### src/rtl/ats21_pkg.sv
// ats21_pkg
//   Shared types and constants for the ATS21 two-client command arbiter:
//   FSM state encoding, client identifiers, ATS21 bus widths and the status
//   code reported when ATS21 never answers.
package ats21_pkg;

    localparam int ATS_CTRL_W = 16;
    localparam int ATS_DATA_W = 24;
    localparam int ATS_STAT_W = 2;
    localparam int CMD_W      = 2 * ATS_CTRL_W;

    localparam logic [ATS_STAT_W-1:0] STAT_TIMEOUT = 2'b11;

    typedef enum logic [1:0] {
        ST_IDLE,
        ST_ISSUE,
        ST_WAIT,
        ST_RESP
    } state_e;

    typedef enum logic {
        CLI_A,
        CLI_B
    } cli_e;

endpackage

### src/rtl/ats21_rr_arb.sv
// ats21_rr_arb
//   Combinational two-way round-robin decision.
//   Ports:
//     req_a, req_b  - client has a pending command
//     last_grant    - client served most recently
//     grant_valid   - at least one request present
//     grant         - client to serve (A when only A, B when only B,
//                     the one not served last when both)
module ats21_rr_arb
    import ats21_pkg::*;
(
    input  logic req_a,
    input  logic req_b,
    input  cli_e last_grant,
    output logic grant_valid,
    output cli_e grant
);

    always_comb begin
        // NOTE: every output gets a default first so no path leaves it
        // unassigned; otherwise synthesis infers a latch.
        grant_valid = req_a | req_b;
        grant       = CLI_A;
        if (req_a && req_b) begin
            grant = (last_grant == CLI_A) ? CLI_B : CLI_A;
        end else if (req_b) begin
            grant = CLI_B;
        end
    end

endmodule

### src/rtl/ats21_arbiter.sv
// ats21_arbiter
//   Shares one ATS21 command port between two clients (A and B). Each client
//   has a one-entry holding register; the FSM issues one command at a time,
//   waits for ATS21 (bounded by TIMEOUT_CYCLES) and returns the response to
//   the client that issued it.
//   Ports:
//     clk, reset_n                  - clock, async active-low reset
//     x_valid/x_ready/x_cmd         - client command handshake (x = a, b);
//                                     cmd[31:16] -> ats_ctrlA, [15:0] -> ats_ctrlB
//     x_rsp_valid/x_rsp_stat/x_rsp_data - one-cycle response strobe + payload
//     ats_req/ats_ctrlA/ats_ctrlB   - one-cycle request and command to ATS21
//     ats_ready/ats_stat/ats_data   - ATS21 response
//     busy                          - FSM not idle
//     timeout_err                   - one-cycle pulse on a timed-out command
module ats21_arbiter
    import ats21_pkg::*;
#(
    parameter int TIMEOUT_CYCLES = 64
) (
    input  logic                  clk,
    input  logic                  reset_n,

    input  logic                  a_valid,
    output logic                  a_ready,
    input  logic [CMD_W-1:0]      a_cmd,
    output logic                  a_rsp_valid,
    output logic [ATS_STAT_W-1:0] a_rsp_stat,
    output logic [ATS_DATA_W-1:0] a_rsp_data,

    input  logic                  b_valid,
    output logic                  b_ready,
    input  logic [CMD_W-1:0]      b_cmd,
    output logic                  b_rsp_valid,
    output logic [ATS_STAT_W-1:0] b_rsp_stat,
    output logic [ATS_DATA_W-1:0] b_rsp_data,

    output logic                  ats_req,
    output logic [ATS_CTRL_W-1:0] ats_ctrlA,
    output logic [ATS_CTRL_W-1:0] ats_ctrlB,
    input  logic                  ats_ready,
    input  logic [ATS_STAT_W-1:0] ats_stat,
    input  logic [ATS_DATA_W-1:0] ats_data,

    output logic                  busy,
    output logic                  timeout_err
);

    localparam int CNT_W = (TIMEOUT_CYCLES > 1) ? $clog2(TIMEOUT_CYCLES) : 1;
    localparam logic [CNT_W-1:0] CNT_LAST = CNT_W'(TIMEOUT_CYCLES - 1);

    state_e                  state;
    cli_e                    gnt;
    cli_e                    last_grant;
    logic                    pend_a;
    logic                    pend_b;
    logic [CMD_W-1:0]        hold_a;
    logic [CMD_W-1:0]        hold_b;
    logic [CNT_W-1:0]        wait_cnt;

    logic                    arb_valid;
    cli_e                    arb_grant;
    logic                    acc_a;
    logic                    acc_b;
    logic                    done_a;
    logic                    done_b;
    logic                    wait_done;
    logic [ATS_STAT_W-1:0]   nxt_stat;
    logic [ATS_DATA_W-1:0]   nxt_data;

    assign a_ready = !pend_a;
    assign b_ready = !pend_b;
    assign busy    = (state != ST_IDLE);

    assign acc_a  = a_valid && !pend_a;
    assign acc_b  = b_valid && !pend_b;
    assign done_a = (state == ST_RESP) && (gnt == CLI_A);
    assign done_b = (state == ST_RESP) && (gnt == CLI_B);

    // A real response wins over a timeout landing in the same cycle.
    assign wait_done = ats_ready || (wait_cnt == CNT_LAST);
    assign nxt_stat  = ats_ready ? ats_stat : STAT_TIMEOUT;
    assign nxt_data  = ats_ready ? ats_data : '0;

    ats21_rr_arb u_rr_arb (
        .req_a       (pend_a),
        .req_b       (pend_b),
        .last_grant  (last_grant),
        .grant_valid (arb_valid),
        .grant       (arb_grant)
    );

    // Holding registers. A pending entry is only released in RESP, when the
    // client's ready is low, so capture and release never coincide.
    always_ff @(posedge clk or negedge reset_n) begin
        if (!reset_n) begin
            pend_a <= 1'b0;
            pend_b <= 1'b0;
            hold_a <= '0;
            hold_b <= '0;
        end else begin
            if (acc_a) begin
                pend_a <= 1'b1;
                hold_a <= a_cmd;
            end else if (done_a) begin
                pend_a <= 1'b0;
            end
            if (acc_b) begin
                pend_b <= 1'b1;
                hold_b <= b_cmd;
            end else if (done_b) begin
                pend_b <= 1'b0;
            end
        end
    end

    always_ff @(posedge clk or negedge reset_n) begin
        if (!reset_n) begin
            state       <= ST_IDLE;
            gnt         <= CLI_A;
            last_grant  <= CLI_B;
            wait_cnt    <= '0;
            ats_req     <= 1'b0;
            ats_ctrlA   <= '0;
            ats_ctrlB   <= '0;
            a_rsp_valid <= 1'b0;
            a_rsp_stat  <= '0;
            a_rsp_data  <= '0;
            b_rsp_valid <= 1'b0;
            b_rsp_stat  <= '0;
            b_rsp_data  <= '0;
            timeout_err <= 1'b0;
        end else begin
            // NOTE: non-blocking defaults make the pulse outputs one cycle
            // wide; a later assignment in the same edge overrides them.
            ats_req     <= 1'b0;
            a_rsp_valid <= 1'b0;
            b_rsp_valid <= 1'b0;
            timeout_err <= 1'b0;

            case (state)
                ST_IDLE: begin
                    if (arb_valid) begin
                        gnt <= arb_grant;
                        {ats_ctrlA, ats_ctrlB} <= (arb_grant == CLI_A) ? hold_a : hold_b;
                        ats_req <= 1'b1;
                        state   <= ST_ISSUE;
                    end
                end

                ST_ISSUE: begin
                    wait_cnt <= '0;
                    state    <= ST_WAIT;
                end

                ST_WAIT: begin
                    if (wait_done) begin
                        if (gnt == CLI_A) begin
                            a_rsp_valid <= 1'b1;
                            a_rsp_stat  <= nxt_stat;
                            a_rsp_data  <= nxt_data;
                        end else begin
                            b_rsp_valid <= 1'b1;
                            b_rsp_stat  <= nxt_stat;
                            b_rsp_data  <= nxt_data;
                        end
                        timeout_err <= !ats_ready;
                        state       <= ST_RESP;
                    end else begin
                        wait_cnt <= wait_cnt + CNT_W'(1);
                    end
                end

                ST_RESP: begin
                    last_grant <= gnt;
                    state      <= ST_IDLE;
                end

                default: state <= ST_IDLE;
            endcase
        end
    end

endmodule

### config.mk
export PLATFORM = sky130hd
export DESIGN_NAME = ats21_arbiter
export DESIGN_NICKNAME = d
export VERILOG_FILES = /design/src/rtl/ats21_pkg.sv /design/src/rtl/ats21_rr_arb.sv /design/src/rtl/ats21_arbiter.sv
export SDC_FILE = /design/constraint.sdc
export NUM_CORES = 1
export LEC_CHECK = 0
export BUFFER_PORTS_ARGS = -buffer_cell sky130_fd_sc_hd__buf_2
export CORE_UTILIZATION = 25
export DETAILED_ROUTE_END_ITERATION = 6
export GPL_ROUTABILITY_DRIVEN = 0
export GPL_TIMING_DRIVEN = 0
export PLACE_DENSITY = 0.45
export SYNTH_ARGS = -nofsm -noshare
export SYNTH_HDL_FRONTEND = slang
export SYNTH_SLANG_ARGS = --single-unit
### constraint.sdc
create_clock -name clk -period 1.65 [get_ports clk]
set_input_delay 0.33 -clock clk [delete_from_list [all_inputs] [get_ports clk]]
set_output_delay 0.33 -clock clk [all_outputs]
set_load 0.01 [all_outputs]
After elaboration in Yosys (flattened, before gate mapping) --
Cells that the tools add are included.
Cells by class: add/subtract/negate cells 1, eq/ne operators 7, mux-type cells 25, bitwise gates (word level) 2, reduce and logical (&&, ||, !) cells 19
Operators with widths (count):
- 32-bit 2-to-1 mux | 1
- 24-bit 2-to-1 mux | 1
- 1-bit 2-to-1 mux | 17
- 6-bit case mux with 2 select lines | 1
- 2-bit case mux with 4 select lines | 1
- 2-bit nonzero test | 4
- 6-bit by 1-bit adder with 6-bit output (second input constant) | 1
- 6-bit equality test (second input constant) | 1
- 2-bit 2-to-1 mux | 3
- 6-bit 2-to-1 mux | 1
- 2-bit != test (second input constant) | 3
- 2-bit AND reduction | 3
- 3-bit AND reduction | 2
- 1-bit logical AND | 5
- 2-bit equality test (second input constant) | 2
- 1-bit zero test | 3
- 2-bit by 1-bit equality test with 1-bit output (second input constant) | 1
- 2-bit zero test | 1
- 1-bit logical OR | 1
- 1-bit NOT | 1
- 1-bit bitwise OR | 1
Storage, ports and cells: register bits 164, bits of input ports 95, output and inout port bits 91, logic and storage cells 72

Longest topological paths before layout --
depth in word-level cells 4, depth in mapped cells 8, depth with buffers taken out 5

By module --
From an unflattened synthesis, not the netlist that was laid out.
Second synthesis, totals: cells, all modules 485, area, all modules 6603.8 um^2
By module, submodules not included:
- ats21_arbiter | instances 1, cells each 483, area an instance 6590.1 um^2, seq. area each 4105.2 um^2
- ats21_rr_arb | instances 1, cells each 2, area an instance 13.8 um^2, seq. area each 0.0 um^2

Worst setup path after synthesis --
No wires, ideal clock.
path type register -> register, from register state[0], to register state[1], setup time 0.125 ns, arrival time 1.486 ns, data required time 1.525 ns, slack 0.039 ns, stages on the path, launching flop included 7, path buffers 1, period minus slack after synthesis 1.611 ns, cell sequence dfrtp_1 > inv_1 > ha_1 > buf_4 > nor2b_1 > a211oi_2 > mux2_2
On the way: word-level cells in the longest chain between the ends 3, elaborated cells on any way between the ends 8, classes of those cells 5 x eq/ne; 1 x mux; 2 x reduce/logical
RTL lines:
- from (decl) | RTL line ats21_arbiter.sv:51 | state_e state;
- from (signal assigned) | RTL line ats21_arbiter.sv:118 | state <= ST_IDLE;
- from (signal assigned) | RTL line ats21_arbiter.sv:146 | state <= ST_ISSUE;
- from (signal assigned) | RTL line ats21_arbiter.sv:152 | state <= ST_WAIT;
- 2-bit equality test or 2-bit zero test (tied branches) | RTL line ats21_arbiter.sv:140 | case (state)
- 2-bit != test (no line)
- 2-bit AND reduction (no line)
Several ways; a longest one is shown, not always the timed one. A chain may end at the register's enable or synchronous reset.

Final worst setup path --
from register state[1], to register state[1]
The elaborated chain is that of the path after synthesis.

==> summary.md <==
| Metric | Value |
|---|---|
| Sequential Power Share | `36.2%` |
| Mux cell area share after synthesis | `roughly 15%` |
| Asr flop ratio synth | `100%` |
| Remaining DRCs | `0` |
| Io pins | `between 150 and 200` |
| Gate power share | `42.9%` |
| Synth Cell Area | `between 7000 and 8000 um2` |
| Placed Area | `slightly below 9000 um2` |
| Post-route minimum period | `around 1600 ps` |
| Crit Path Class | `flip-flop to flip-flop` |
| Hold Fails Final Rpt | `0` |
| Pwr dens | `1990 nW/um2` |
| WP buf/inv | `1` |
| DR vias | `5544` |
| Dpl cells | `1170` |
| Vias in the first global route | `5749` |
| Critical-path top delay cell | `dfrtp_1` |
| CTS Buf Count | `17` |
| Overflow left after global routing | `0` |
| Crit path max fanout | `5` |
| Reg area | `4110 um2` |
| CP Data Required Time | `between 1500 and 2000 ps` |
| Port buffer count | `between 150 and 200` |
| Top-count cell post-synth | `dfrtp_1` |
| Reg2Reg Setup Slack | `20 ps` |
| Post-synthesis adder-cell area fraction | `0.840%` |
| Largest net degree at the start of global routing | `103` |
| Critical path's top delay family | `flip-flops` |
| Multi-input gate area | `3070 um2` |
| Final TNS setup | `0 ps` |
| Die Area | `~30000 um2` |
| Fmax | `0.613 GHz` |
| Clk pwr share | `20.9%` |
| Starting Density | `around a quarter` |
| Slew Limit Fails | `0` |
| Root buffer cell | `clkbuf_16` |
| Final Cycle Share | `a little over nine tenths` |
| Clock transition at path regs | `80 ps` |
| Top-area cell type share of the netlist area | `54.8%` |
| H-tree Lvls | `4` |
| Sequential share of the synthesized area | `55.1%` |
| Outcome | `finished, final reports clean` |
| GRT met3 Usage | `5.42%` |
| Yosys Warn Count | `0` |
| Die height | `between 150 and 200 um` |
| Non-filler instance count after layout | `about 1200` |
| Sw Ratio | `36.8%` |
| Post-synthesis compound-gate area fraction | `around 15%` |
| RSZ-0062 raised after global routing | `yes` |
| Post-route cell area | `9840 um2` |
| Switching power | `between 7000 and 8000 uW` |
| Max IR drop VDD | `between 600 and 700 uV` |
| Yosys top cell by area | `dfrtp_1` |
| Detail Placement HPWL | `14.9 mm` |
| Synth top area cells | `dfrtp_1 (55%), mux2_2 (9.4%), mux2i_1 (4.8%)` |
| DRT antenna net count | `0` |
| Vias per inst | `around 4.5` |
| Nets | `917` |
| Synthesis-to-finish area growth | `32.0%` |
| Gr usage total | `14.1%` |
| Max incr delay on CP | `440 ps` |
| Post-Route WL | `21.0 mm` |
| EDFF count, synth | `0` |
| Hold Crit Class | `input pin to flip-flop` |
| Finish-stage setup viols | `0` |
| Latest clock arrival within the worst-skew pair | `430 ps` |
| Fraction of layout cells with a size suffix above 1 | `45.8%` |
| Crit-path cells | `ha_4, buf_8, nor2b_4, a211oi_4, mux2_4` |
| Post-synthesis simple-gate area fraction | `between 10% and 20%` |
| Post-synth top flop | `dfrtp_1` |
| Avg WL per Cell | `17.2 um` |
| Synthesized flop and latch total | `between 150 and 200` |
| Worst-case clock buffer depth | `2` |
| Layout Skew | `15.1 ps` |
| Crit path DAT | `1940 ps` |
| MaxCap Viol Count | `0` |
| Die Width | `175 um` |
| Grt met2 use | `about 22%` |
| Main combinational cell family by area after synthesis | `multiplexers` |
| Slew margin rel. | `62.8%` |
| Row count | `62` |
| Initial antenna violation count | `7` |
| Pre-antenna DRT Iters | `5` |
| Gate count after technology mapping | `600` |
| Met1 GRT Util | `between 15 and 20%` |
| Yosys cell types | `42` |
| Syn Nets | `700` |
| DRT iter0 DRCs | `240` |
| CTS tree | `yes` |
| CP Launch Type | `flip-flop` |
| Crit. End Element | `flip-flop` |
| Core area | `~29000 um2` |
| XOR/XNOR Fraction of Synth Area | `0%` |
| Leak Pwr | `about 0.0045 uW` |
| Internal Power | `12400 uW` |
| Fill cells | `3016` |
| First-pass GRT wire length | `33.2 mm` |
| Gr busiest metal | `met2` |
| TritonCTS Sinks | `around 160` |
| Mean Syn Cell Area | `12.4 um2` |
| Synth cell count leaders | `dfrtp_1 (163), mux2_2 (62), a21oi_1 (52)` |
| Worst-Margin Slew | `558 ps` |
sequential cells by signal, indices dropped and copies added, names as in the netlist:
register / flops
pend_a: 1
b_rsp_stat: 2
ats_ctrlB: 16
hold_b: 32
last_grant: 1
ats_req: 1
wait_cnt: 6
a_rsp_stat: 2
timeout_err: 1
a_rsp_valid: 1
ats_ctrlA: 16
hold_a: 32
b_rsp_data: 24
b_rsp_valid: 1
gnt: 1
a_rsp_data: 24
state: 2
pend_b: 1
through the flow:
step                hold slack (ps)  utilization [%]  power, uW  setup WS [ps]
floorplan                      34.4                -      12200           39.1
global placement                458             30.5      14900          -2720
detailed placement              328             30.7      15000           -304
CTS                            85.8             33.2      19400          -29.4
global route                   94.1             33.9      21100          -47.2
finish                          105             33.9      19600           17.9
final timing paths:
| kind | startpoint | end | cells past startpoint |
|---|---|---|---|
| setup / recovery | state[1] | state[1] | 5 |
| hold / removal | a_cmd[10] | hold_a[10] | 2 |
| setup reg to reg | state[1] | state[1] | 5 |
| hold reg to reg | ats_ctrlA[11] | ats_ctrlA[11] | 2 |
| max in group asynchronous | reset_n | pend_b | 3 |
| min in group asynchronous | reset_n | a_rsp_data[4] | 2 |
cell families (layout without fill, tap and decap cells):
| logic type | after synthesis | in the layout |
|---|---|---|
| adder cells (fa/ha/maj) | 5 | 5 |
| other | 0 | 8 |
| AND/OR/NAND/NOR | 112 | 112 |
| multiplexers | 101 | 101 |
| flip-flops | 164 | 164 |
| buffers and inverters | 63 | 293 |
| AO/OA/AOI/OAI | 155 | 155 |
power by group through the flow:
stage	clock network (uW)	registers, uW	logic, uW
detailed placement	0	7170	7830
finish	4090	7100	8410
CTS	4220	7100	8110
floorplan	0	7410	4740
global route	4380	7400	9290
global placement	0	7140	7720
what timing repair did:
| item | 4_1_cts | 5_1_grt |
|---|---|---|
| cloned | 0 | 1 |
| resized for setup | 27 | 50 |
| endpoints found under the hold margin | 62 | 0 |
| pin swaps | 2 | 4 |
| setup endpoints to repair | 116 | 130 |
| buffers inserted | 4 | 6 |
| hold buffers | 1 | 0 |
routing by layer:
layer	part of all wire, %	vias up
li1	-	2621
met1	46	2727
met2	45	180
met3	8.4	14
met4	0.85	2
met5	0.081	-
layout by cell type, fill, tap and decap left out, types with 3 or more instances in the layout:
cell type / netlist / routed
o21ai_0: 35 / 34
clkbuf_2: 0 / 6
nor2b_1: 6 / 5
nand2b_1: 3 / 3
inv_6: 0 / 3
dfrtp_1: 163 / 161
inv_1: 13 / 10
buf_2: 20 / 189
mux2_1: 3 / 3
inv_8: 0 / 4
buf_8: 3 / 6
clkbuf_1: 18 / 7
mux2_2: 62 / 61
buf_4: 3 / 17
clkinv_8: 0 / 6
buf_6: 6 / 12
ha_4: 0 / 3
clkbuf_16: 0 / 18
a21bo_1: 19 / 19
clkbuf_4: 0 / 6
and4b_1: 25 / 25
inv_2: 0 / 3
and4_1: 25 / 25
a21bo_2: 29 / 29
mux2i_1: 36 / 36
nand2_1: 40 / 39
a21oi_1: 52 / 50
nor2_1: 3 / 3
diode_2: 0 / 8
a31oi_1: 3 / 3
cell type report:
cell class / instances / area share, %
Sequential cell: 164 / 41.8
Timing Repair Buffer: 198 / 11.1
Antenna cell: 8 / 0.204
Multi-Input combinational cell: 373 / 31.3
Buffer: 50 / 4.11
Clock inverter: 15 / 1.86
Clock buffer: 17 / 4.33
Tap cell: 384 / 4.88
Inverter: 13 / 0.496
(Power assumes the default switching activity.)
